==> src/rtl/intr_pkg.sv <==
// Shared constants for the interrupt controller: register map, FSM encoding, vector width.
package intr_pkg;

  localparam logic [31:0] IPENDADDR = 32'hFFFF_F200;
  localparam logic [31:0] IENADDR   = 32'hFFFF_F204;
  localparam logic [31:0] ICTLADDR  = 32'hFFFF_F208;
  localparam logic [31:0] IVECADDR  = 32'hFFFF_F20C;

  localparam int IID_W    = 4;
  localparam int NSRC_MAX = 16;

  typedef enum logic [1:0] {
    ST_IDLE = 2'd0,
    ST_REQ  = 2'd1,
    ST_SVC  = 2'd2
  } state_t;

endpackage

==> src/rtl/intr_ctrl_if.sv <==
// Bus and handshake signals between the CPU side (master) and the interrupt controller (slave).
interface intr_ctrl_if #(
  parameter int NSRC = 4
);
  logic [31:0]     ABUS;
  logic [31:0]     DBUSI;
  logic [31:0]     DBUSO;
  logic            WE;
  logic            IACK;
  logic            INTR;
  logic [NSRC-1:0] IRQ_IN;

  modport master (
    output ABUS, DBUSI, WE, IACK, IRQ_IN,
    input  DBUSO, INTR
  );

  modport slave (
    input  ABUS, DBUSI, WE, IACK, IRQ_IN,
    output DBUSO, INTR
  );
endinterface

==> src/rtl/intr_prio_enc.sv <==
// Fixed-priority encoder: lowest set index of the active vector wins.
module intr_prio_enc
  import intr_pkg::*;
#(
  parameter int NSRC = 4
) (
  input  logic [NSRC-1:0]  i_act,
  output logic             o_valid,
  output logic [IID_W-1:0] o_idx
);

  always_comb begin
    o_valid = |i_act;
    o_idx   = '0;
    for (int i = NSRC - 1; i >= 0; i--) begin
      if (i_act[i]) o_idx = IID_W'(i);
    end
  end

endmodule

==> src/rtl/intr_ctrl.sv <==
// Memory-mapped interrupt controller: edge-latched pending bits, enable mask,
// fixed priority and a REQ/IACK/EOI handshake driving a single INTR line.
module intr_ctrl
  import intr_pkg::*;
#(
  parameter int NSRC = 4
) (
  input  logic       CLK,
  input  logic       RESET,
  intr_ctrl_if.slave bus
);

  logic [NSRC-1:0]  r_ipend;
  logic [NSRC-1:0]  r_ien;
  logic [NSRC-1:0]  r_irq_prev;
  logic             r_gie;
  logic             r_insvc;
  logic             r_intr;
  logic [IID_W-1:0] r_iid;
  state_t           r_state;

  logic [NSRC-1:0]  w_evt;
  logic [NSRC-1:0]  w_act;
  logic [NSRC-1:0]  w_w1c;
  logic [NSRC-1:0]  w_ackclr;
  logic             w_valid;
  logic [IID_W-1:0] w_sel;
  logic             w_req_ok;
  logic             w_take;
  logic             w_eoi;
  logic             w_wr_pend;
  logic             w_wr_en;
  logic             w_wr_ctl;
  logic             w_wr_vec;
  logic [31:0]      w_rdata;

  intr_prio_enc #(.NSRC(NSRC)) u_prio (
    .i_act   (w_act),
    .o_valid (w_valid),
    .o_idx   (w_sel)
  );

  assign w_wr_pend = bus.WE && (bus.ABUS == IPENDADDR);
  assign w_wr_en   = bus.WE && (bus.ABUS == IENADDR);
  assign w_wr_ctl  = bus.WE && (bus.ABUS == ICTLADDR);
  assign w_wr_vec  = bus.WE && (bus.ABUS == IVECADDR);

  assign w_evt    = bus.IRQ_IN & ~r_irq_prev;
  assign w_act    = r_ipend & r_ien;
  assign w_w1c    = w_wr_pend ? bus.DBUSI[NSRC-1:0] : '0;
  assign w_req_ok = r_gie && w_valid;
  // A request withdrawn in the same cycle as IACK is not taken.
  assign w_take   = (r_state == ST_REQ) && w_req_ok && bus.IACK;
  assign w_ackclr = w_take ? (NSRC'(1) << w_sel) : '0;
  assign w_eoi    = w_wr_vec && (r_state == ST_SVC);

  always_ff @(posedge CLK or posedge RESET) begin
    if (RESET) begin
      r_irq_prev <= '0;
      r_ipend    <= '0;
      r_ien      <= '0;
      r_gie      <= 1'b0;
    end else begin
      r_irq_prev <= bus.IRQ_IN;
      r_ipend    <= w_evt | (r_ipend & ~w_w1c & ~w_ackclr);
      if (w_wr_en)  r_ien <= bus.DBUSI[NSRC-1:0];
      if (w_wr_ctl) r_gie <= bus.DBUSI[0];
    end
  end

  always_ff @(posedge CLK or posedge RESET) begin
    if (RESET) begin
      r_state <= ST_IDLE;
      r_intr  <= 1'b0;
      r_insvc <= 1'b0;
      r_iid   <= '0;
    end else begin
      case (r_state)
        ST_IDLE: begin
          if (w_req_ok) begin
            r_state <= ST_REQ;
            r_intr  <= 1'b1;
          end else begin
            r_intr  <= 1'b0;
          end
        end
        ST_REQ: begin
          if (!w_req_ok) begin
            r_state <= ST_IDLE;
            r_intr  <= 1'b0;
          end else if (w_take) begin
            r_state <= ST_SVC;
            r_intr  <= 1'b0;
            r_iid   <= w_sel;
            r_insvc <= 1'b1;
          end
        end
        ST_SVC: begin
          r_intr <= 1'b0;
          if (w_eoi) begin
            r_state <= ST_IDLE;
            r_insvc <= 1'b0;
          end
        end
        default: begin
          r_state <= ST_IDLE;
          r_intr  <= 1'b0;
        end
      endcase
    end
  end

  // Read data must be zero whenever unselected so it can be OR-combined on the bus.
  always_comb begin
    w_rdata = '0;
    if (!bus.WE) begin
      case (bus.ABUS)
        IPENDADDR: w_rdata[NSRC-1:0]  = r_ipend;
        IENADDR:   w_rdata[NSRC-1:0]  = r_ien;
        ICTLADDR:  w_rdata[1:0]       = {r_insvc, r_gie};
        IVECADDR:  w_rdata[IID_W-1:0] = r_iid;
        default:   w_rdata            = '0;
      endcase
    end
  end

  assign bus.DBUSO = w_rdata;
  assign bus.INTR  = r_intr;

endmodule

==> src/flat_wrapper.sv <==
// flat-port wrapper written by rule: the top's interface ports become plain ports
module intr_ctrl_flat import intr_pkg::*;
#(
  parameter int NSRC = 4
)
  (CLK, RESET, bus_ABUS, bus_DBUSI, bus_WE, bus_IACK, bus_IRQ_IN, bus_DBUSO, bus_INTR);
  intr_ctrl_if #(.NSRC(NSRC)) bus_i ();
  input  logic CLK;
  input  logic RESET;
  input wire logic [$bits(bus_i.ABUS)-1:0] bus_ABUS;
  input wire logic [$bits(bus_i.DBUSI)-1:0] bus_DBUSI;
  input wire logic [$bits(bus_i.WE)-1:0] bus_WE;
  input wire logic [$bits(bus_i.IACK)-1:0] bus_IACK;
  input wire logic [$bits(bus_i.IRQ_IN)-1:0] bus_IRQ_IN;
  output wire logic [$bits(bus_i.DBUSO)-1:0] bus_DBUSO;
  output wire logic [$bits(bus_i.INTR)-1:0] bus_INTR;
  assign bus_i.ABUS = bus_ABUS;
  assign bus_i.DBUSI = bus_DBUSI;
  assign bus_i.WE = bus_WE;
  assign bus_i.IACK = bus_IACK;
  assign bus_i.IRQ_IN = bus_IRQ_IN;
  assign bus_DBUSO = bus_i.DBUSO;
  assign bus_INTR = bus_i.INTR;
  intr_ctrl #(.NSRC(NSRC)) u_core (.CLK(CLK), .RESET(RESET), .bus(bus_i));
endmodule
==> config.mk <==
export PLATFORM = sky130hd
export DESIGN_NAME = intr_ctrl_flat
export DESIGN_NICKNAME = d
export VERILOG_FILES = /design/src/rtl/intr_pkg.sv /design/src/rtl/intr_ctrl_if.sv /design/src/rtl/intr_prio_enc.sv /design/src/rtl/intr_ctrl.sv /design/src/flat_wrapper.sv
export SDC_FILE = /design/constraint.sdc
export NUM_CORES = 1
export LEC_CHECK = 0
export CAP_MARGIN = 20
export CORE_MARGIN = 4
export CORE_UTILIZATION = 29
export CTS_CLUSTER_DIAMETER = 60
export DETAILED_ROUTE_END_ITERATION = 12
export PLACE_DENSITY = 0.85
export SYNTH_ARGS = -nofsm -noshare
export SYNTH_HDL_FRONTEND = slang
export SYNTH_SLANG_ARGS = --single-unit
==> constraint.sdc <==
create_clock -name CLK -period 1.4 [get_ports CLK]
set_input_delay 0.21 -clock CLK [delete_from_list [all_inputs] [get_ports CLK]]
set_output_delay 0.21 -clock CLK [all_outputs]
set_load 0.02 [all_outputs]
## Yosys cells after proc, flatten, opt, wreduce, memory -nomap -nowiden

Index checks and enable logic that the tools add are counted.

| operators by class | value |
|---|---|
| eq/ne operators | 11 |
| shift-type cells | 1 |
| multiplexer cells | 22 |
| bitwise logic cells | 8 |
| reductions and logical operators | 14 |

Operators with widths:

| cell | count |
|---|---|
| $eq A32 B32 Y1 const B | 4 |
| $mux W4 | 6 |
| $and A4 B4 Y4 | 4 |
| $not A4 Y4 | 3 |
| $pmux W2 S3 | 2 |
| $mux W2 | 5 |
| $logic_and A1 B1 Y1 | 8 |
| $ne A2 B1 Y1 const B | 4 |
| $pmux W2 S4 | 1 |
| $mux W1 | 6 |
| $reduce_and A3 Y1 | 2 |
| $or A4 B4 Y4 | 1 |
| $pmux W1 S2 | 2 |
| $reduce_and A4 Y1 | 1 |
| $reduce_or A4 Y1 | 1 |
| $shl A1 B4 Y4 const A | 1 |
| $ne A3 B3 Y1 const B | 1 |
| $eq A2 B1 Y1 const B | 1 |
| $eq A2 B2 Y1 const B | 1 |
| $logic_not A2 Y1 | 1 |
| $reduce_bool A2 Y1 | 1 |

| word-level totals | value |
|---|---|
| flip-flop bits (word level) | 21 |
| bits of input ports | 72 |
| output and inout port bits | 33 |
| logic and storage cells | 64 |

## Longest topological paths before layout

Gate-level depths: netlist of the first run.

| logic depth | value |
|---|---|
| word-level depth | 10 |
| depth in mapped cells | 5 |
| depth with buffers taken out | 4 |

## Modules after synthesis

From an unflattened synthesis of the first run, not the netlist that was laid out.

| second synthesis, totals | value |
|---|---|
| cells, all modules | 142 |
| area, all modules | 1375.1 um^2 |

Modules (own cells, without submodules):

| module | times used | cells an instance | area each (um^2) | sequential area each (um^2) |
|---|---|---|---|---|
| intr_ctrl | 1 | 132 | 1321.3 | 525.5 |
| intr_prio_enc | 1 | 10 | 53.8 | 0.0 |

## Worst setup path after synthesis of the first run

Ideal clock, no wire load.

| timing path | value |
|---|---|
| kind | in2out |
| start | input port bus_ABUS[22] |
| end | output port bus_DBUSO[2] |
| data arrival time | 1909 ps |
| required time | 1190 ps |
| setup slack | -719 ps |
| stages | 4 |
| buffers on the path | 0 |
| path through | nand4_1 > or3_1 > or4_1 > nor4b_1 |

| on the way | value |
|---|---|
| cells in the longest elaborated chain, start to end | 3 |
| elaborated cells on any way between the ends | 5 |
| classes of those cells | 3 x eq/ne; 2 x mux |

Ends and longest elaborated chain:

| element | RTL line | source |
|---|---|---|
| from (decl) | flat_wrapper.sv:10 | `input wire logic [$bits(bus_i.ABUS)-1:0] bus_ABUS;` |
| $eq A32 B32 Y1 | intr_ctrl.sv:117 | `case (bus.ABUS)` |
| $pmux W2 S3 (*) | intr_ctrl.sv:117 |  |
| $mux W4 (*) | intr_ctrl.sv:116 | `if (!bus.WE) begin` |
| to (decl) | flat_wrapper.sv:15 | `output wire logic [$bits(bus_i.DBUSO)-1:0] bus_DBUSO;` |

Every way passes the cells marked *; elsewhere a longest branch is shown, timed or not.

## Final worst setup path of the first run

| timing path | value |
|---|---|
| start | input port bus_ABUS[18] |
| end | output port bus_DBUSO[3] |

Same word-level chain as after synthesis.

==> results of run 1 <==
worst register-to-register path: stages, from the launching register on:
cell and delay [ns]:
dfrtp_1 0.40, buf_6 0.13, a22oi_2 0.23, nand2_2 0.10
nand2_2 0.10, mux2_4 0.30
layout make-up:
class,count,area (sq um)
Clock buffer,4,45.0
Fill cell,372,1940
Inverter,8,30.0
Multi-Input combinational cell,103,870
Sequential cell,19,475
Tap cell,50,62.6
Timing Repair Buffer,81,717
through the flow:
step                      cells  hold slack (ns)  setup slack, ns  TNS (ns)
after floorplan             162            0.161           -0.345     -2.64
after global placement      257            0.414            -1.20    -14.09
after detailed placement    257            0.424            -1.24    -14.77
after CTS                   263            0.272           -0.575     -3.48
after global routing        265            0.279           -0.410     -3.06
final                       265            0.262           -0.371     -2.48
cell families after synthesis:
group / Yosys count / synth area share
simple gates: 50 / 0.256
buf+inv: 40 / 0.199
flops: 19 / 0.370
compound gates: 15 / 0.0691
mux: 10 / 0.103
other cells: 1 / 0.00292
routing by layer:
| metal | global-route usage | vias up |
|---|---|---|
| li1 | - | 596 |
| met3 | 0.0230 | 6 |
| met5 | 0 | - |
| met4 | 0.0613 | 0 |
| met1 | 0.157 | 616 |
| met2 | 0.280 | 47 |
state kept, by name, summed over array words and instances (netlist names):
| signal | cells |
|---|---|
| u_core.r_ien | 4 |
| u_core.r_ipend | 4 |
| u_core.r_irq_prev | 4 |
| u_core.r_iid | 2 |
| u_core.r_state | 2 |
| u_core.bus.INTR | 1 |
| u_core.r_gie | 1 |
| u_core.r_insvc | 1 |
cell usage in the layout (no fill, tap or decap), types with 7 or more instances in the layout:
cell	count
nand4_1	7
nand2_1	8
dlygate4sd2_1	10
inv_1	8
nor4_4	7
clkbuf_2	10
clkdlybuf4s50_1	11
buf_6	21
buf_4	25
conb_1	28
dfrtp_1	19
repair_timing:
action / in CTS / in global routing
setup buffers: 2 / 3
pin swaps: 21 / 22
hold buffers: 0 / 0
resized for setup: 123 / 48
setup endpoints to repair: 17 / 16
worst min path at each step:
stage                                      to                            from  depth (start not counted)  slack, ns
2_1_floorplan     u_core.bus.INTR$_DFFE_PP0P_                           RESET                          1       0.16
3_3_place_gp      u_core.r_ipend[1]$_DFF_PP0_  u_core.r_irq_prev[1]$_DFF_PP0_                          1       0.41
3_5_place_dp      u_core.r_ipend[1]$_DFF_PP0_  u_core.r_irq_prev[1]$_DFF_PP0_                          1       0.42
4_1_cts           u_core.r_ien[1]$_DFFE_PP0P_                           RESET                          3       0.27
5_1_grt        u_core.r_irq_prev[1]$_DFF_PP0_                           RESET                          3       0.28
6_report          u_core.r_ipend[1]$_DFF_PP0_                           RESET                          3       0.26
where the power goes:
group	switching [mW]	leakage (nW)	internal, mW
Clock	0.180	0.0228	0.202
Sequential	0.00177	0.235	0.554
Combinational	0.152	0.834	0.125
==> qor.txt, run 1 <==
status: finished with violations
failing checks: setup timing
met1 WL: 1480 microns
Critical Path End Type: primary output
post-DR vias/cell: 4.77
Req. time, crit path: 1.19 ns
post-synthesis register bit count: 19
overall routed net length: 4190 microns
FF-to-FF setup slack: 0.02 ns
Synth area leader: dfrtp_1
top-count cell post-synth: buf_4
Synth Flop Type: dfrtp_1
final instance area: 2200 sq um
Fmax: 565 MHz
CORE AREA: 4140 sq um
leakage power: 1.09 nW
num ports: 105
wire length per cell: 15.8 microns
crit path from: bus_ABUS[18]
Critical R2R Launch: u_core.r_ien[2]$_DFFE_PP0P_
CP Class: primary input to primary output
kind of cell with the highest combined delay on the critical path: simple AND/OR/NAND/NOR gates
GRT Util Overall: 0.146
clock tree root buffer cell: clkbuf_8
Synth area leaders: dfrtp_1 (37%), buf_4 (16%), mux2_1 (3.5%), mux4_2 (3.5%), nand4_1 (3.4%)
Yosys warning total: 0
Placed Area: 1960 sq um
Post-DP HPWL: 2940 microns
DR iter-0 viols: 36
period utilization: 1.26
CP Depth: 6
largest net degree at the start of global routing: 20
layout cells sized above 1: 0.437
DRC Markers: 0
setup slack after layout: -0.371 ns
CP endpoint: bus_DBUSO[3]
Final Max Slew Viols: 0
final hold vios: 0
H-tree levels: 1
post-synth top area share: 0.370
CTS tree: done
std cell rows: 23
Pwr Density: 553 nW/um^2
VDD IR max: 516 uV
Clock Sinks: 19
Post-Syn Area per Cell: 9.53 sq um
number of diodes: 0
die boundary width: 74.6 microns
Clk pin slew, worst setup/hold paths: 0.07 ns
initial antenna violation count: 0
type of the worst min-delay path: primary input to async pin
Syn Inst Count: 135
port bufs: 48
crit-path max cell delay: 0.47 ns
vias in the first global route: 1344
Layout area overhead: 71.0%
mapped cell area: 1290 sq um
DR WL met2: 2390 microns
Antenna Violating Nets Remaining: 0
CTS buffer count: 3
TritonRoute pass-1 iters: 4
CP Launch Type: primary input
Clock Skews: 0.00355 ns
RSZ-0062 raised after global routing: true
Max Root-Sink Buffers: 2
first-pass GRT wire length: 6130 microns
GPL Wtd Cong: 0.830
reg-to-reg critical path endpoint: u_core.r_iid[0]$_DFFE_PP0P_
worst path arrival time: 1.56 ns
Setup violations, final: 13
CP bufs+invs: 2
Final Util: 0.531
via count: 1265
R2R depth: 5
Starting Density: 0.310
Slowest-stage cell, CP: or4_4
most instantiated cells after synthesis: buf_4 (28), dfrtp_1 (19), nand2_1 (10)
Clock Latency Late Sink: 0.26 ns
Yosys cell types: 32
Seq/Total Area, Yosys: 0.370
nets@finish: 288
total gr overflow: 0
die height: 74.6 microns
max_cap viols: 0
die area: 5560 sq um
Async SR Flop Fraction: 1.00
CP Max Fanout: 4
number of flops mapped to enable cells by yosys: 0
metal3 WL: 272 microns
highest metal used: met4
total power: 1.22 mW
cells along the critical path: buf_6, nand4_1, or3_1, or4_4, nor4b_4, buf_4
Period minus WS final: 1.77 ns
(Power assumes the default switching activity.)
==> run 2, diff against run 1 <==
clock period = 1.5 ns   (was 1.4 ns; I/O delays follow)
==> qor.txt, run 2 (synthesized netlist as in run 1, its figures left out) <==
type of the worst min-delay path: primary input to async pin (unchanged)
nets@finish: 288 (unchanged)
most common cell after layout, fill and taps aside: buf_4 (was conb_1)
std cell rows: 23 (unchanged)
layout cells sized above 1: 0.377 (was 0.437)
Finished Layout Cells: 265 (unchanged)
most frequent cells in the layout: buf_4 (31), conb_1 (28), dfrtp_1 (19), dlygate4sd2_1 (17) (was conb_1 (28), buf_4 (25), buf_6 (21), dfrtp_1 (19), clkdlybuf4s50_1 (11))
CTS buffer count: 3 (unchanged)
Clock Sinks: 19 (unchanged)
final instance area: 2150 sq um (was 2200 sq um)
Period minus WS final: 1.83 ns
Layout area overhead: 67.4% (was 71.0%)
Max Root-Sink Buffers: 2 (unchanged)
Pwr Density: 525 nW/um^2 (was 553 nW/um^2)
Clock Latency Late Sink: 0.26 ns (about the same)
Req. time, crit path: 1.27 ns (was 1.19 ns)
failing checks: setup timing (unchanged)
CTS tree: done (unchanged)
GPL Wtd Cong: 0.825 (was 0.830)
VDD IR max: 386 uV (was 516 uV)
CP Launch Type: primary input (unchanged)
initial antenna violation count: 0 (unchanged)
port bufs: 48 (unchanged)
hold buffer count at CTS: 0 (unchanged)
Critical Path End Type: primary output (unchanged)
RSZ-0062 raised after global routing: true (unchanged)
wire length per cell: 13.9 microns (was 15.8 microns)
Starting Density: 0.310 (unchanged)
die area: 5560 sq um (unchanged)
total gr overflow: 0 (unchanged)
period utilization: 1.22
CP Max Fanout: 4 (unchanged)
overall routed net length: 3690 microns (was 4190 microns)
CORE AREA: 4140 sq um (unchanged)
largest net degree at the start of global routing: 20 (unchanged)
Fill cells: 400 (was 372)
num ports: 105 (unchanged)
status: finished with violations (unchanged)
Antenna Violating Nets Remaining: 0 (unchanged)
clock tree root buffer cell: clkbuf_8 (unchanged)
setup slack after layout: -0.333 ns (was -0.371 ns)
Setup violations, final: 13 (unchanged)
number of diodes: 0 (unchanged)
CP Class: primary input to primary output (unchanged)
Post-DP HPWL: 2880 microns (was 2940 microns)
leakage power: 1.06 nW (was 1.09 nW)
die height: 74.6 microns (unchanged)
GRT Util Overall: 0.122 (was 0.146)
DR iter-0 viols: 28 (was 36)
H-tree levels: 1 (unchanged)
via count: 1227 (was 1265)
final hold vios: 0 (unchanged)
max_cap viols: 0 (unchanged)
post-DR vias/cell: 4.63 (was 4.77)
TritonRoute pass-1 iters: 4 (unchanged)
worst path arrival time: 1.61 ns (was 1.56 ns)
DRC Markers: 0 (unchanged)
Fmax: 545 MHz
first-pass GRT wire length: 5230 microns (was 6130 microns)
vias in the first global route: 1233 (was 1344)
Placed Area: 1960 sq um (about the same)
Clock Skews: 0.00303 ns (was 0.00355 ns)
Top Registers: u_core.r_ien (4), u_core.r_ipend (4), u_core.r_irq_prev (4) (unchanged)
Clk pin slew, worst setup/hold paths: 0.07 ns (about the same)
die boundary width: 74.6 microns (unchanged)
placed insts: 258 (was 257)
Final Max Slew Viols: 0 (unchanged)
-- run 2: cell count changes in the layout (fill, tap and decap cells not counted), sizes merged --
cell and change:
clkbuf -10, dlygate4sd2 +7, clkdlybuf4s15 +2, clkinvlp +1
-- run 2: layout make-up --
class                           count  area [sq um]  share of cell area
Inverter                            8          30.0              0.0139
Tap cell                           50          62.6              0.0291
Sequential cell                    19           475               0.221
Multi-Input combinational cell    103           830               0.385
Clock buffer                        3          41.3              0.0192
Timing Repair Buffer               81           707               0.328
Clock inverter                      1          7.51             0.00349
-- run 2: critical path, stage by stage --
cell and delay [ns]:
buf_6 0.07, nand4_1 0.09, or3_1 0.35, or4_4 0.47, nor4b_4 0.22, buf_4 0.18
-- run 2: path summary, 6_finish.rpt --
| kind | startpoint | cells after the start | slack, ns | to |
|---|---|---|---|---|
| worst max-delay path | bus_ABUS[22] | 6 | -0.33 | bus_DBUSO[3] |
| worst min-delay path | RESET | 3 | 0.28 | u_core.r_ien[0]$_DFFE_PP0P_ |
| worst max register to register | u_core.r_ipend[2]$_DFF_PP0_ | 5 | 0.10 | u_core.r_iid[0]$_DFFE_PP0P_ |
| worst min register to register | u_core.r_irq_prev[2]$_DFF_PP0_ | 1 | 0.43 | u_core.r_ipend[2]$_DFF_PP0_ |
| max in group asynchronous | RESET | 3 | 1.02 | u_core.r_irq_prev[2]$_DFF_PP0_ |
| min in group CLK | bus_IRQ_IN[3] | 1 | 0.42 | u_core.r_irq_prev[3]$_DFF_PP0_ |
-- run 2: where the power goes --
| part | internal (mW) | switching (mW) |
|---|---|---|
| registers | 0.517 | 0.00153 |
| logic | 0.111 | 0.136 |
| clock network | 0.188 | 0.178 |
-- run 2: layer usage --
metal,GRT usage,share of wire
met5,0,0
met1,0.142,0.38
met4,0.0395,0.014
met2,0.230,0.54
met3,0.0149,0.067
-- run 2: per-stage QoR --
stage	util	setup TNS, ns	hold slack, ns	total power, mW	worst slack (ns)
2_1_floorplan	-	-1.75	0.176	0.687	-0.260
3_3_place_gp	0.474	-12.89	0.412	0.775	-1.13
3_5_place_dp	0.474	-13.31	0.422	0.778	-1.17
4_1_cts	0.503	-2.56	0.284	1.13	-0.514
5_1_grt	0.520	-2.94	0.316	1.19	-0.401
6_report	0.520	-2.38	0.279	1.13	-0.333
-- run 2: timing repair --
action / in CTS / in global routing
resized for setup: 119 / 10
buffers inserted: 1 / 2
endpoints found under the setup margin: 15 / 16
pin swaps: 12 / 13
==> run 3, diff against run 2 <==
GPL_ROUTABILITY_DRIVEN = 0   (was not set)
TNS_END_PERCENT = 30   (was not set)
==> qor.txt, run 3 (synthesized netlist as in run 1, its figures left out) <==
status: finished with violations (unchanged)
failing checks: setup timing (unchanged)
Slowest-stage cell, CP: or4_4 (unchanged)
Clock Skews: 0.00118 ns (was 0.00303 ns)
std cell rows: 23 (unchanged)
setup slack after layout: -0.372 ns (was -0.333 ns)
Layout area overhead: 69.6% (was 67.4%)
Clock Latency Late Sink: 0.25 ns (was 0.26 ns)
total gr overflow: 0 (unchanged)
Period minus WS final: 1.87 ns (was 1.83 ns)
CP Launch Type: primary input (unchanged)
Final Util: 0.526 (was 0.520)
Pwr Density: 514 nW/um^2 (was 525 nW/um^2)
VDD IR max: 501 uV (was 386 uV)
die boundary width: 74.6 microns (unchanged)
Critical Path End Type: primary output (unchanged)
Top Registers: u_core.r_ien (4), u_core.r_ipend (4), u_core.r_irq_prev (4) (unchanged)
CORE AREA: 4140 sq um (unchanged)
Fin Hold WS: 0.285 ns (was 0.279 ns)
initial antenna violation count: 0 (unchanged)
pre-CTS setup slack: -1.17 ns (about the same)
post-DR vias/cell: 4.74 (was 4.63)
period utilization: 1.25 (was 1.22)
Placed Area: 1950 sq um (was 1960 sq um)
Fmax: 534 MHz (was 545 MHz)
hold buffer count at CTS: 0 (unchanged)
CP endpoint: bus_DBUSO[3] (unchanged)
DR iter-0 viols: 19 (was 28)
placed insts: 256 (was 258)
worst path arrival time: 1.65 ns (was 1.61 ns)
TritonRoute pass-1 iters: 4 (unchanged)
CTS buffer count: 3 (unchanged)
Req. time, crit path: 1.27 ns (about the same)
FF-to-FF setup slack: 0.13 ns (was 0.10 ns)
Max Root-Sink Buffers: 2 (unchanged)
Clk pin slew, worst setup/hold paths: 0.07 ns (about the same)
die height: 74.6 microns (unchanged)
vias in the first global route: 1184 (was 1233)
CP Class: primary input to primary output (unchanged)
Critical R2R Launch: u_core.r_ipend[0]$_DFF_PP0_ (was u_core.r_ipend[2]$_DFF_PP0_)
via count: 1247 (was 1227)
Finished Layout Cells: 263 (was 265)
CTS tree: done (unchanged)
Post-DP HPWL: 2940 microns (was 2880 microns)
largest net degree at the start of global routing: 20 (unchanged)
nets@finish: 286 (was 288)
Clock Sinks: 19 (unchanged)
R2R depth: 5 (unchanged)
setup TNS: -2.16 ns (was -2.38 ns)
clock tree root buffer cell: clkbuf_8 (unchanged)
DRC Markers: 0 (unchanged)
die area: 5560 sq um (unchanged)
final instance area: 2180 sq um (was 2150 sq um)
H-tree levels: 1 (unchanged)
leakage power: 1.15 nW (was 1.06 nW)
crit path from: bus_ABUS[9] (was bus_ABUS[22])
Fill cells: 362 (was 400)
GRT Util Overall: 0.122 (about the same)
crit-path max cell delay: 0.48 ns (was 0.47 ns)
total power: 1.12 mW (was 1.13 mW)
number of diodes: 0 (unchanged)
port bufs: 48 (unchanged)
most frequent cells in the layout: conb_1 (28), buf_4 (28), dfrtp_1 (19), dlymetal6s2s_1 (15), buf_6 (15) (was buf_4 (31), conb_1 (28), dfrtp_1 (19), dlygate4sd2_1 (17))
Final Max Slew Viols: 0 (unchanged)
reg-to-reg critical path endpoint: u_core.r_iid[0]$_DFFE_PP0P_ (unchanged)
type of the worst min-delay path: primary input to async pin (unchanged)
Setup violations, final: 13 (unchanged)
max_cap viols: 0 (unchanged)
layout cells sized above 1: 0.357 (was 0.377)
overall routed net length: 3740 microns (was 3690 microns)
Antenna Violating Nets Remaining: 0 (unchanged)
Starting Density: 0.310 (unchanged)
final hold vios: 0 (unchanged)
wire length per cell: 14.2 microns (was 13.9 microns)
cells along the critical path: buf_6, nand4_1, or3_1, or4_4, nor4b_4, buf_4 (unchanged)
num ports: 105 (unchanged)
RSZ-0062 raised after global routing: true (unchanged)
first-pass GRT wire length: 5220 microns (was 5230 microns)
CP Max Fanout: 4 (unchanged)
==> run 3: changes by cell type in the layout (fill, tap and decap cells not counted), moves of 2 or more <==
cell	previous run	this run
dlygate4sd2_1	17	2
dlymetal6s2s_1	0	15
clkdlybuf4s15_1	1	3
clkbuf_2	1	3
buf_6	11	15
buf_2	6	1
nor4_4	6	4
buf_4	31	28
nor4_2	0	3
==> run 3: cell type report <==
type                            instances  area [sq um]  area share
Multi-Input combinational cell        103           813       0.373
Tap cell                               50          62.6      0.0287
Inverter                                8          30.0      0.0138
Timing Repair Buffer                   79           754       0.346
Clock buffer                            4          45.0      0.0207
Sequential cell                        19           475       0.218
==> run 3: critical path, delay by kind of cell <==
kind	cells	cell delay [ns]
and+or+nand+nor	4	1.18
buffers and inverters	2	0.25
==> run 3: worst min-delay path by stage <==
stage	startpoint	to	slack, ns	cells past startpoint
after global routing	RESET	u_core.r_ipend[0]$_DFF_PP0_	0.30	3
after global placement	u_core.r_irq_prev[3]$_DFF_PP0_	u_core.r_ipend[3]$_DFF_PP0_	0.41	1
final	RESET	u_core.r_ien[0]$_DFFE_PP0P_	0.29	3
after floorplan	RESET	u_core.bus.INTR$_DFFE_PP0P_	0.18	1
after CTS	RESET	u_core.r_irq_prev[1]$_DFF_PP0_	0.29	3
after detailed placement	u_core.r_irq_prev[2]$_DFF_PP0_	u_core.r_ipend[2]$_DFF_PP0_	0.42	1
==> run 3: where the power goes <==
part,internal [mW],switching (mW),total [mW]
Combinational,0.118,0.136,0.253
Sequential,0.518,0.00172,0.519
Clock,0.189,0.160,0.349
Total,0.824,0.298,1.12
==> run 3: metal layers <==
layer | vias up | wire length (microns) | global-route usage
met2 | 53 | 1970 | 0.209
met4 | 0 | 44 | 0.0455
met5 | - | 0 | 0
met1 | 602 | 1370 | 0.151
li1 | 586 | - | -
met3 | 6 | 353 | 0.0270
==> run 3: what timing repair did <==
item,CTS,global route
pin swaps,8,14
endpoints found under the hold margin,0,0
setup endpoints to repair,15,16
buffers inserted,0,3
resized for setup,66,53
